[src/rtl/tpu_slot_sched.sv]
// TPU timing engine: slot prescaler, free-running TIME counter, TX/RX slot FSM
// and the periodic timer interrupt level.
module tpu_slot_sched #(
  parameter int TICK_DIV = 16,
  parameter int SLOT_W   = 8,
  parameter int INT_W    = 16
) (
  input  logic              SYS_CLK,
  input  logic              RST_N,
  input  logic              RSTTPU,
  input  logic              TXSLOT_EN,
  input  logic              RXSLOT_EN,
  input  logic              TIMERINTMSK,
  input  logic [SLOT_W-1:0] TX_SLOT,
  input  logic [SLOT_W-1:0] RX_SLOT,
  input  logic [INT_W-1:0]  TIMER_INT_VALUE,
  input  logic              tx_ack,
  input  logic              int_ack,
  output logic [SLOT_W-1:0] TIME,
  output logic              slot_tick,
  output logic              tx_req,
  output logic              tx_miss,
  output logic              rx_win,
  output logic              rx_conflict,
  output logic              TPUINT_RF
);

  // state   | meaning
  // IDLE    | no slot activity in the current slot
  // TX_REQ  | TX slot open, tx_req held until tx_ack or slot end
  // TX_BUSY | TX accepted, waiting for the next slot boundary
  // RX_WIN  | RX window open for the whole slot
  typedef enum logic [1:0] {IDLE, TX_REQ, TX_BUSY, RX_WIN} state_t;

  localparam int PW = $clog2(TICK_DIV);
  localparam logic [PW-1:0] PRESC_MAX = PW'(TICK_DIV - 1);

  state_t            r_state;
  logic [PW-1:0]     r_presc;
  logic [SLOT_W-1:0] r_time;
  logic [INT_W-1:0]  r_int_cnt;
  logic              r_slot_tick;
  logic              r_tx_req;
  logic              r_tx_miss;
  logic              r_rx_win;
  logic              r_rx_conflict;
  logic              r_tpuint;

  logic              w_bnd;
  logic [SLOT_W-1:0] w_time_nxt;
  logic              w_tx_hit;
  logic              w_rx_hit;
  logic [INT_W-1:0]  w_int_inc;
  logic              w_period;

  assign w_bnd      = (r_presc == PRESC_MAX);
  assign w_time_nxt = r_time + 1'b1;
  // Slot decisions use the TIME value that becomes visible on this edge
  assign w_tx_hit   = TXSLOT_EN && (TX_SLOT == w_time_nxt);
  assign w_rx_hit   = RXSLOT_EN && (RX_SLOT == w_time_nxt);
  assign w_int_inc  = r_int_cnt + 1'b1;
  assign w_period   = w_bnd && (TIMER_INT_VALUE != '0) && (w_int_inc == TIMER_INT_VALUE);

  always_ff @(posedge SYS_CLK or negedge RST_N) begin
    if (!RST_N) begin
      r_state       <= IDLE;
      r_presc       <= '0;
      r_time        <= '0;
      r_int_cnt     <= '0;
      r_slot_tick   <= 1'b0;
      r_tx_req      <= 1'b0;
      r_tx_miss     <= 1'b0;
      r_rx_win      <= 1'b0;
      r_rx_conflict <= 1'b0;
      r_tpuint      <= 1'b0;
    end else if (RSTTPU) begin
      r_state       <= IDLE;
      r_presc       <= '0;
      r_time        <= '0;
      r_int_cnt     <= '0;
      r_slot_tick   <= 1'b0;
      r_tx_req      <= 1'b0;
      r_tx_miss     <= 1'b0;
      r_rx_win      <= 1'b0;
      r_rx_conflict <= 1'b0;
      r_tpuint      <= 1'b0;
    end else begin
      r_slot_tick   <= w_bnd;
      r_tx_miss     <= 1'b0;
      r_rx_conflict <= 1'b0;
      if (w_bnd) begin
        r_presc   <= '0;
        r_time    <= w_time_nxt;
        r_tx_miss <= (r_state == TX_REQ) && !tx_ack;
        if (w_tx_hit) begin
          r_state       <= TX_REQ;
          r_tx_req      <= 1'b1;
          r_rx_win      <= 1'b0;
          r_rx_conflict <= w_rx_hit;
        end else if (w_rx_hit) begin
          r_state  <= RX_WIN;
          r_tx_req <= 1'b0;
          r_rx_win <= 1'b1;
        end else begin
          r_state  <= IDLE;
          r_tx_req <= 1'b0;
          r_rx_win <= 1'b0;
        end
        if (TIMER_INT_VALUE == '0 || w_int_inc == TIMER_INT_VALUE) r_int_cnt <= '0;
        else r_int_cnt <= w_int_inc;
      end else begin
        r_presc <= r_presc + 1'b1;
        if (r_state == TX_REQ && tx_ack) begin
          r_state  <= TX_BUSY;
          r_tx_req <= 1'b0;
        end
      end
      // A period event outranks a coincident acknowledge
      if (w_period && TIMERINTMSK) r_tpuint <= 1'b1;
      else if (int_ack)            r_tpuint <= 1'b0;
    end
  end

  assign TIME        = r_time;
  assign slot_tick   = r_slot_tick;
  assign tx_req      = r_tx_req;
  assign tx_miss     = r_tx_miss;
  assign rx_win      = r_rx_win;
  assign rx_conflict = r_rx_conflict;
  assign TPUINT_RF   = r_tpuint;

endmodule

[config.mk]
export PLATFORM = sky130hd
export DESIGN_NAME = tpu_slot_sched
export DESIGN_NICKNAME = d
export VERILOG_FILES = /design/src/rtl/tpu_slot_sched.sv
export SDC_FILE = /design/constraint.sdc
export NUM_CORES = 1
export LEC_CHECK = 0
export BUFFER_PORTS_ARGS = -buffer_cell sky130_fd_sc_hd__buf_2
export CORE_UTILIZATION = 55
export CTS_CLUSTER_DIAMETER = 50
export DETAILED_ROUTE_END_ITERATION = 12
export GPL_TIMING_DRIVEN = 0
export HOLD_SLACK_MARGIN = 0.05
export PLACE_DENSITY_LB_ADDON = 0.3
export SLEW_MARGIN = 20
export SYNTH_ARGS = -nofsm -noshare
export SYNTH_HDL_FRONTEND = slang
export SYNTH_SLANG_ARGS = --single-unit
export TNS_END_PERCENT = 20
[constraint.sdc]
create_clock -name SYS_CLK -period 4.1 [get_ports SYS_CLK]
set_clock_uncertainty 0.15 [all_clocks]
set_input_delay 0.41 -clock SYS_CLK [delete_from_list [all_inputs] [get_ports SYS_CLK]]
set_output_delay 0.41 -clock SYS_CLK [all_outputs]
set_load 0.05 [all_outputs]
==> out/metrics.cfg, run 1 <==
[run_status]
status=finished clean

[route]
dr.pass1.iters=7
post_drt_wl_per_cell_um=16.6
vias=2465
viasPerCell=6.12
ant_nets=0
wl_um=6700
drcViolationCount=0
drtIter0Drc=303

[final_layout]
num_antenna_cells=0
drive_above_1_share_pct=21.1
nNetsFinal=393
regArea_um2=901
final.fill_count=395
stdcell_count=403
multi_input_area_um2=1580
area_growth_pct=15.9

[yosys]
yosysTopAreaCell=dfrtp_1
synth_area_per_cell_um2=8.94
postSynth.asyncResetShare_pct=100
netlist.area_leader.share_pct=34.6
synth.cell_area_um2=2600
yosys_most_used_dff=dfrtp_1
yosysSeqAreaShare_pct=34.6
synth_warnings=0
synth_edf_count=0
synthTopCellsByArea=dfrtp_1 (35%), xnor2_1 (9.8%), xor2_1 (6.7%), nand2_1 (3.2%), nor2_1 (3.2%)
syn_nets=334
synth_cells=291
synth_seq_cells=36
yosysUniqueCellTypes=52

[sta]
period_needed_ps=3400
tightest_slew_ps=834
drv_slew=0
finalCritPeriodShare_pct=82.9
rsz0062_at_grt=no
clock.fmax_mhz=294
hold_violations=0
tns_ps=0
setup_viol=0
maxSlewHeadroom_pct=44.4

[clocking]
cts.sinks=36
clk_latency_ps=300
cts_made_buffers=5
clk_pin_slew_ps=80
h-tree-depth=2
cts_resized=0
holdBufCountCts=0
post_cts_buffers=0
clockBufferDepth=2
cts_tree=done
root_buffer=clkbuf_8

[power_and_ir_drop]
leakagePower_uw=0.00134
ir_drop_uv=257
power.density_nw_per_um2=234

[worst_setup_path]
worstPathRequired_ps=4120
end_kind=register
crit_path_max_fanout=10
cp-start-kind=register
cp.arrival_ps=3410
worstSetupPathType=reg2reg

[global_routing]
grt_pass1_vias=2302
track_usage_pct=28.6
grt_max_degree=37
overflow=0
grt_pass1_wl_um=11200
antenna_found_initial=0

[placed_design]
place.gp.congestion=0.981
dp.cells=395
dpl.hpwl_um=4950
port_buffers=52

[floorplanning]
die_h_um=70.8
die_w_um=70.8
num_rows=24
start_util_pct=58.6
io_pins=54
die_area_um2=5010
coreArea_um2=4440

[min_path]
hold_class=in2async

[flow_run]
cap_violations=0

## power by group
| part | switching (uW) | leakage [uW] | total, uW | internal [uW] |
|---|---|---|---|---|
| clock network | 136 | 0.0000414 | 257 | 121 |
| registers | 2.46 | 0.000499 | 362 | 360 |
| logic | 48.1 | 0.000798 | 86.7 | 38.6 |
| total | 187 | 0.00134 | 706 | 519 |
## registers in the layout (all words and copies together) (netlist names)
signal       flops
r_int_cnt       16
TIME             8
r_presc          4
r_state          2
TPUINT_RF        1
rx_conflict      1
rx_win           1
slot_tick        1
tx_miss          1
tx_req           1
## path summary, 6_finish.rpt
check / start / end / slack (ps) / depth (start not counted)
max: r_int_cnt[0]$_DFFE_PN0P_ / r_int_cnt[12]$_DFFE_PN0P_ / 700 / 10
min reg2reg: r_state[1]$_DFFE_PN0P_ / tx_miss$_DFF_PN0_ / 320 / 1
max in group asynchronous: RST_N / r_int_cnt[7]$_DFFE_PN0P_ / 3210 / 1
min: RST_N / rx_conflict$_DFF_PN0_ / 60 / 1
min in group SYS_CLK: tx_ack / tx_miss$_DFF_PN0_ / 160 / 2
max reg2reg: r_int_cnt[0]$_DFFE_PN0P_ / r_int_cnt[12]$_DFFE_PN0P_ / 700 / 10
## cell usage in the layout, fill, tap and decap left out, types with 4 or more instances in the layout
master,n
xor2_1,20
nand3_1,15
a41oi_1,4
nor2b_1,4
nor3_1,7
buf_2,57
nand2b_1,6
and3_1,7
nand2_1,22
nand4b_1,5
nor4_1,9
dfrtp_1,36
a21oi_1,6
xnor2_1,29
o21ai_0,8
clkbuf_8,5
clkbuf_1,11
a31oi_1,9
nand4_1,12
nor2_1,22
a32oi_1,4
## synthesized netlist by cell type (4+ instances only)
master and instances:
a21oi_1 6, a31oi_1 9, a32oi_1 4, a41oi_1 4
and3_1 7, buf_2 5, clkbuf_1 10, dfrtp_1 36
nand2_1 22, nand2b_1 6, nand3_1 15, nand4_1 12
nand4b_1 5, nor2_1 22, nor2b_1 4, nor3_1 7
nor4_1 9, o21ai_0 8, xnor2_1 29, xor2_1 20
## stage by stage
stage	power [uW]	setup slack, ps	util (%)	hold slack, ps	area (um2)
6_report	706	703	67.9	57.9	3020
3_3_place_gp	453	786	65.9	301	2930
4_1_cts	707	738	67.9	82.4	3020
5_1_grt	734	548	67.9	120	3020
2_1_floorplan	413	1110	-	-35.6	2600
3_5_place_dp	456	740	65.9	314	2930
## cell families (layout without fill, tap and decap cells)
family                   count (synthesis)  in the layout  share of synthesized area [%]
AO/OA/AOI/OAI                           45             45                           12.1
flip-flops                              36             36                           34.6
buffers and inverters                   23             83                           4.62
multiplexers                             3              3                           1.25
adder cells (fa/ha/maj)                  3              3                           1.44
AND/OR/NAND/NOR                        130            130                           27.7
XOR/XNOR                                51             51                           18.2
## critical path, cell delays in order, from the launching register on
cell	delay, ps
dfrtp_1	450
ha_1	350
nand3_1	160
a211o_1	310
a211oi_1	310
or4b_1	450
or4_1	490
buf_2	180
buf_6	150
a32oi_1	210
nor2_1	50
## cell type report
type	count	area share (%)
Sequential cell	36	29.9
Inverter	2	0.249
Clock inverter	2	0.539
Tap cell	52	2.16
Clock buffer	6	2.41
Multi-Input combinational cell	232	52.4
Timing Repair Buffer	52	8.63
Buffer	21	3.73
## routing by layer
layer | wire, um | global-route usage, % | share of wire [%] | vias up
met4 | 95 | 6.22 | 1.4 | 0
met3 | 542 | 5.56 | 8.1 | 14
met2 | 3020 | 44.2 | 45 | 118
met5 | 0 | 0 | 0 | -
met1 | 3040 | 41.8 | 45 | 1153
li1 | - | - | - | 1180
Power figures use the tool's default switching activity.
==> run 2: changes to the inputs <==
Settings changed: ABC_AREA from default to 1, CORE_UTILIZATION 55 to 50.
Clock period 4.1 ns to 3 ns, I/O delays scaled along.
==> run 2 against run 1 <==
Synthesized cell count grew 38%. Non-clock buffer count shrank 11. Critical path depth grew 6. Largest power group unchanged.
==> out/metrics.cfg, run 2 <==
[run_status]
status=finished clean

[final_layout]
final_common_cell=nand2_1
final_cell_mix=nand2_1 (136), buf_2 (54), inv_1 (42)
num_antenna_cells=0
area_growth_pct=17.7
design_area_um2=3230
registers.top_by_ff_count=r_int_cnt
stdcell_count=535
largest_reg_flops=16
drive_above_1_share_pct=21.3
nNetsFinal=507

[yosys]
yosysUniqueCellTypes=36
synth_common_cells=nand2_1 (136), inv_1 (42), nor2_1 (41)
synth_edf_count=0
synth_seq_cells=36
synth_warnings=0
yosysTopAreaCell=dfrtp_1
yosysMostFrequentCell=nand2_1
yosysSeqAreaShare_pct=32.9
syn_nets=445
postSynth.asyncResetShare_pct=100
synthTopCellsByArea=dfrtp_1 (33%), nand2_1 (19%), nand3_1 (6.6%), inv_1 (5.8%), nor2_1 (5.6%)
synth_cells=402
netlist.area_leader.share_pct=32.9
yosys_most_used_dff=dfrtp_1
synth_area_per_cell_um2=6.82
synth.cell_area_um2=2740

[worst_setup_path]
worstPathRequired_ps=3030
max_stage_delay_ps=460
cp-start-kind=register
cpLargestDelayFamily=simple AND/OR/NAND/NOR gates
slowest_stage=dfrtp_1
crit_chain=ha_1, nand2_1, nor2_4, nand2_2, clkinv_1, nand2_1, nand2_1, nand2_1, nand2_1, nor2_1, nand2_1, nor2_4, nand2_4, buf_6, nand3_2, nand2_1
critical_path_buf_inv_count=2
worstSetupPathType=reg2reg
cp.arrival_ps=2390
critical_path.most_common_cell=nand2_1
crit_path_max_fanout=10
end_kind=register

[route]
vias=2774
dr.pass1.iters=4
drcViolationCount=0
ant_nets=0
wl_um=6600
drtIter0Drc=176
post_drt_wl_per_cell_um=12.3
viasPerCell=5.19

[clocking]
root_buffer=clkbuf_8
clk_latency_ps=300
clk_pin_slew_ps=80
post_cts_buffers=0
cts.sinks=36
cts_tree=done
h-tree-depth=2
cts_made_buffers=5
clockBufferDepth=2

[sta]
hold_violations=0
whs_ps=70.6
finalCritPeriodShare_pct=78.6
maxSlewHeadroom_pct=44.7
clock.fmax_mhz=424
tns_ps=0
period_needed_ps=2360
drv_slew=0
rsz0062_at_grt=no
setup_viol=0
tightest_slew_ps=830

[power_and_ir_drop]
netSwitchingPower_uw=251
p_seq_share_pct=47.8
power.density_nw_per_um2=318
comb_power_share_pct=9.4
ir_drop_uv=267
p_sw_share_pct=24.4
finalPower_uw=1030
clkPwrFrac_pct=42.8
internal_power_uw=776
leakagePower_uw=0.00164

[flow_run]
cap_violations=0

[min_path]
hold_class=in2reg

[global_routing]
grt_pass1_wl_um=11300
overflow=0
antenna_found_initial=0
grt_max_degree=37
grt_pass1_vias=2626
track_usage_pct=24.5

[floorplanning]
io_pins=54
die_area_um2=5780
start_util_pct=52.7
num_rows=26
die_w_um=76.0
die_h_um=76.0
coreArea_um2=5200

[placed_design]
dp.cells=525
port_buffers=53
dpl.hpwl_um=5010
place_area_um2=3090
place.gp.congestion=0.858

[run 2: cell count changes after synthesis, sizes merged, moves of 6 or more]
cell / before / now
a31oi: 9 / 1
and3: 8 / 1
buf: 10 / 2
clkbuf: 11 / 5
inv: 2 / 44
nand2: 22 / 145
nand2b: 6 / 0
nand3: 15 / 48
nor2: 23 / 49
nor4: 9 / 2
o22ai: 2 / 8
xnor2: 29 / 5
xor2: 20 / 4
[run 2: final cells by class]
cell class,instances,area [um2]
inverter,45,169
sequential,36,901
clock buffer,5,68.8
timing repair buffer,55,285
tap,70,87.6
fill,511,1980
clock inverter,3,42.5
buffer,7,36.3
multi-input combinational,314,1640
[run 2: power groups by stage]
stage	combinational, uW	sequential, uW	clock, uW
after detailed placement	94.2	501	0
after CTS	96.7	491	446
final	96.3	491	439
after global routing	110	492	465
after global placement	91.9	501	0
after floorplan	43.3	501	0
[run 2: path summary, 6_finish.rpt]
| check | cells after the start | slack (ps) | startpoint | to |
|---|---|---|---|---|
| worst max-delay path | 16 | 640 | r_int_cnt[0]$_DFFE_PN0P_ | r_int_cnt[13]$_DFFE_PN0P_ |
| worst min-delay path | 2 | 70 | RSTTPU | r_presc[1]$_DFF_PN0_ |
| worst max register to register | 16 | 640 | r_int_cnt[0]$_DFFE_PN0P_ | r_int_cnt[13]$_DFFE_PN0P_ |
| worst min register to register | 1 | 310 | r_presc[0]$_DFF_PN0_ | r_presc[0]$_DFF_PN0_ |
| max in group asynchronous | 2 | 1680 | RST_N | r_state[0]$_DFFE_PN0P_ |
| min in group asynchronous | 2 | 490 | RST_N | r_int_cnt[10]$_DFFE_PN0P_ |
[run 2: logic make-up (layout without fill, tap and decap cells)]
| family | after synthesis | in the layout | share of synthesized area, % |
|---|---|---|---|
| flops | 36 | 36 | 32.9 |
| fa+ha+maj | 3 | 3 | 1.37 |
| xor+xnor | 10 | 10 | 3.74 |
| compound gates | 29 | 29 | 6.44 |
| simple gates | 272 | 272 | 48.1 |
| buf+inv | 52 | 115 | 7.48 |
[run 2: routing by layer]
| layer | vias to the layer above | GRT usage [%] | share of wire [%] |
|---|---|---|---|
| li1 | 1427 | - | - |
| met4 | 0 | 8.85 | 1.7 |
| met2 | 81 | 41.5 | 47 |
| met1 | 1256 | 31.0 | 46 |
| met3 | 10 | 4.79 | 5.7 |
| met5 | - | 0 | 0 |
[run 2: through the flow]
stage	setup slack (ps)	util [%]
finish	643	62.0
global route	367	62.0
CTS	651	62.0
detailed placement	674	59.4
global placement	690	59.4
floorplan	746	-
[run 2: repair_timing]
item,in CTS,in global routing
gates resized for setup,0,0
hold buffers,2,0
hold endpoints to repair,37,0
[run 2: worst register-to-register path, stage by stage, from the launching register on]
cell and delay (ps):
dfrtp_1 460, ha_1 260, nand2_1 150, nor2_4 70, nand2_2 100, clkinv_1 80
nand2_1 80, nand2_1 70, nand2_1 70, nand2_1 50, nor2_1 80, nand2_1 90
nor2_4 140, nand2_4 110, buf_6 170, nand3_2 60, nand2_1 50
==> run 3: changes to the inputs <==
Settings changed: ABC_AREA 1 to 0, CORE_UTILIZATION 50 to 55.
Clock period 3 ns to 2.3 ns, I/O delays scaled along.
==> run 3 against run 2 <==
The flow now finishes with violations (setup timing). Critical endpoint is now r_int_cnt[5]$_DFFE_PN0P_. Register-to-register slack got worse by 1500 ps. Sequential power increased by 32%. Global-route usage increased by 4.3 points. Maximum frequency decreased by 25%. Die area decreased by 13%. Largest power group is now the clock network. Setup slack got worse by 1500 ps. Final cell count decreased by 22%. Final area increased by 5.9%.
==> out/metrics.cfg, run 3 (synthesis results as in run 1) <==
[sta]
period_needed_ps=3130
whs_ps=91.2
maxSlewHeadroom_pct=45.6
tightest_slew_ps=817
clock.fmax_mhz=320
rsz0062_at_grt=yes
timing.final.ws_setup_ps=-827
setup_viol=17
finalCritPeriodShare_pct=136
tns_ps=-12770
drv_slew=0
hold_violations=0

[floorplanning]
die_h_um=70.8
io_pins=54
start_util_pct=58.6
num_rows=24
die_w_um=70.8
coreArea_um2=4440
die_area_um2=5010

[route]
drcViolationCount=0
vias=2647
dr.pass1.iters=7
post_drt_wl_per_cell_um=18.1
wl_um=7550
viasPerCell=6.33
ant_nets=0
drtIter0Drc=253

[run_status]
status=complete, but fails checks
violations=setup timing

[clocking]
clockBufferDepth=2
h-tree-depth=2
clk_pin_slew_ps=80
cts_tree=done
root_buffer=clkbuf_8
cts_made_buffers=5
cts.sinks=36
clk_latency_ps=290

[min_path]
holdPathEnd=TPUINT_RF$_DFFE_PN0P_
hold_depth=4
hold_class=in2reg
hp-start=int_ack

[power_and_ir_drop]
power.density_nw_per_um2=468
ir_drop_uv=559
leakagePower_uw=0.00149
finalPower_uw=1600

[final_layout]
nNetsFinal=408
fin_util_pct=76.9
largest_reg_flops=16
area_growth_pct=31.3
num_antenna_cells=0
drive_above_1_share_pct=32.2
final_cell_mix=buf_2 (53), dfrtp_1 (29), xnor2_1 (28)
final_common_cell=buf_2
registers.top_by_ff_count=r_int_cnt

[worst_setup_path]
worstSetupPathType=reg2reg
r2r_slack_ps=-830
r2r_end=r_int_cnt[5]$_DFFE_PN0P_
end_kind=register
r2r_start=r_int_cnt[5]$_DFFE_PN0P_
worstPathRequired_ps=2310
reg2reg_depth=8
cp-start-kind=register
crit_path_max_fanout=10
cp.arrival_ps=3140

[global_routing]
overflow=0
grt_max_degree=37
grt_pass1_vias=2477
antenna_found_initial=0
grt_pass1_wl_um=11500
track_usage_pct=28.8

[placed_design]
port_buffers=52
dpl.hpwl_um=4800
place.gp.congestion=0.824

[flow_run]
cap_violations=0

## run 3: changes by cell type in the layout (fill, tap and decap cells not counted), sizes merged, moves of 8 or more
cell | before | now
xor2 | 4 | 20
nor2 | 49 | 23
nand3 | 48 | 15
a31oi | 1 | 9
xnor2 | 5 | 29
inv | 44 | 2
nand2 | 145 | 22
buf | 55 | 74
## run 3: how the worst max path moves through the flow
stage / slack (ps) / cells past startpoint / endpoint / start
final: -830 / 8 / r_int_cnt[5]$_DFFE_PN0P_ / r_int_cnt[5]$_DFFE_PN0P_
after global routing: -920 / 9 / r_int_cnt[5]$_DFFE_PN0P_ / r_int_cnt[9]$_DFFE_PN0P_
after CTS: -750 / 10 / r_int_cnt[5]$_DFFE_PN0P_ / r_int_cnt[0]$_DFFE_PN0P_
after detailed placement: -880 / 10 / r_int_cnt[5]$_DFFE_PN0P_ / r_int_cnt[0]$_DFFE_PN0P_
after global placement: -810 / 10 / r_int_cnt[13]$_DFFE_PN0P_ / r_int_cnt[0]$_DFFE_PN0P_
after floorplan: -590 / 10 / r_int_cnt[5]$_DFFE_PN0P_ / r_int_cnt[0]$_DFFE_PN0P_
## run 3: what timing repair did
| action | in CTS | in global routing |
|---|---|---|
| hold buffers | 2 | 0 |
| pin swaps | 9 | 11 |
| resized for setup | 17 | 30 |
| setup buffers | 5 | 8 |
| endpoints found under the hold margin | 37 | 0 |
| endpoints found under the setup margin | 21 | 24 |
| gates cloned | 0 | 1 |
## run 3: power by group
group | internal [uW] | leakage [uW] | switching [uW]
sequential | 641 | 0.000488 | 5.36
clock | 543 | 0.0000784 | 237
combinational | 81.5 | 0.000919 | 90.0
## run 3: area by class of cell
cell class	instances	area [um2]
multi-input combinational	232	1730
clock inverter	3	90.1
inverter	2	7.51
timing repair buffer	68	403
fill	302	1030
tap	52	65.1
buffer	20	138
sequential	36	910
clock buffer	5	68.8
## run 3: per-stage QoR
| step | setup WS [ps] | cells | instance area [um2] |
|---|---|---|---|
| 3_5_place_dp | -876 | 395 | 2960 |
| 6_report | -827 | 418 | 3420 |
| 2_1_floorplan | -589 | 291 | 2630 |
| 5_1_grt | -917 | 418 | 3420 |
| 4_1_cts | -748 | 410 | 3230 |
| 3_3_place_gp | -805 | 395 | 2960 |
## run 3: worst max-delay path, stage by stage, from the launching register on
cell and delay, ps:
dfrtp_2 450, nand4_1 310, o31ai_2 290, nand4b_1 170
or4b_4 540, or4_4 620, buf_8 190, a32oi_1 210
nor2_1 70
## run 3: layer usage
metal | track usage, % | vias up | share of wire (%) | routed length, um
met5 | 0 | - | 0 | 0
met4 | 9.33 | 0 | 2.2 | 166
met3 | 5.70 | 26 | 8.5 | 642
met2 | 48.4 | 154 | 50 | 3770
met1 | 37.5 | 1255 | 39 | 2970
li1 | - | 1212 | - | -
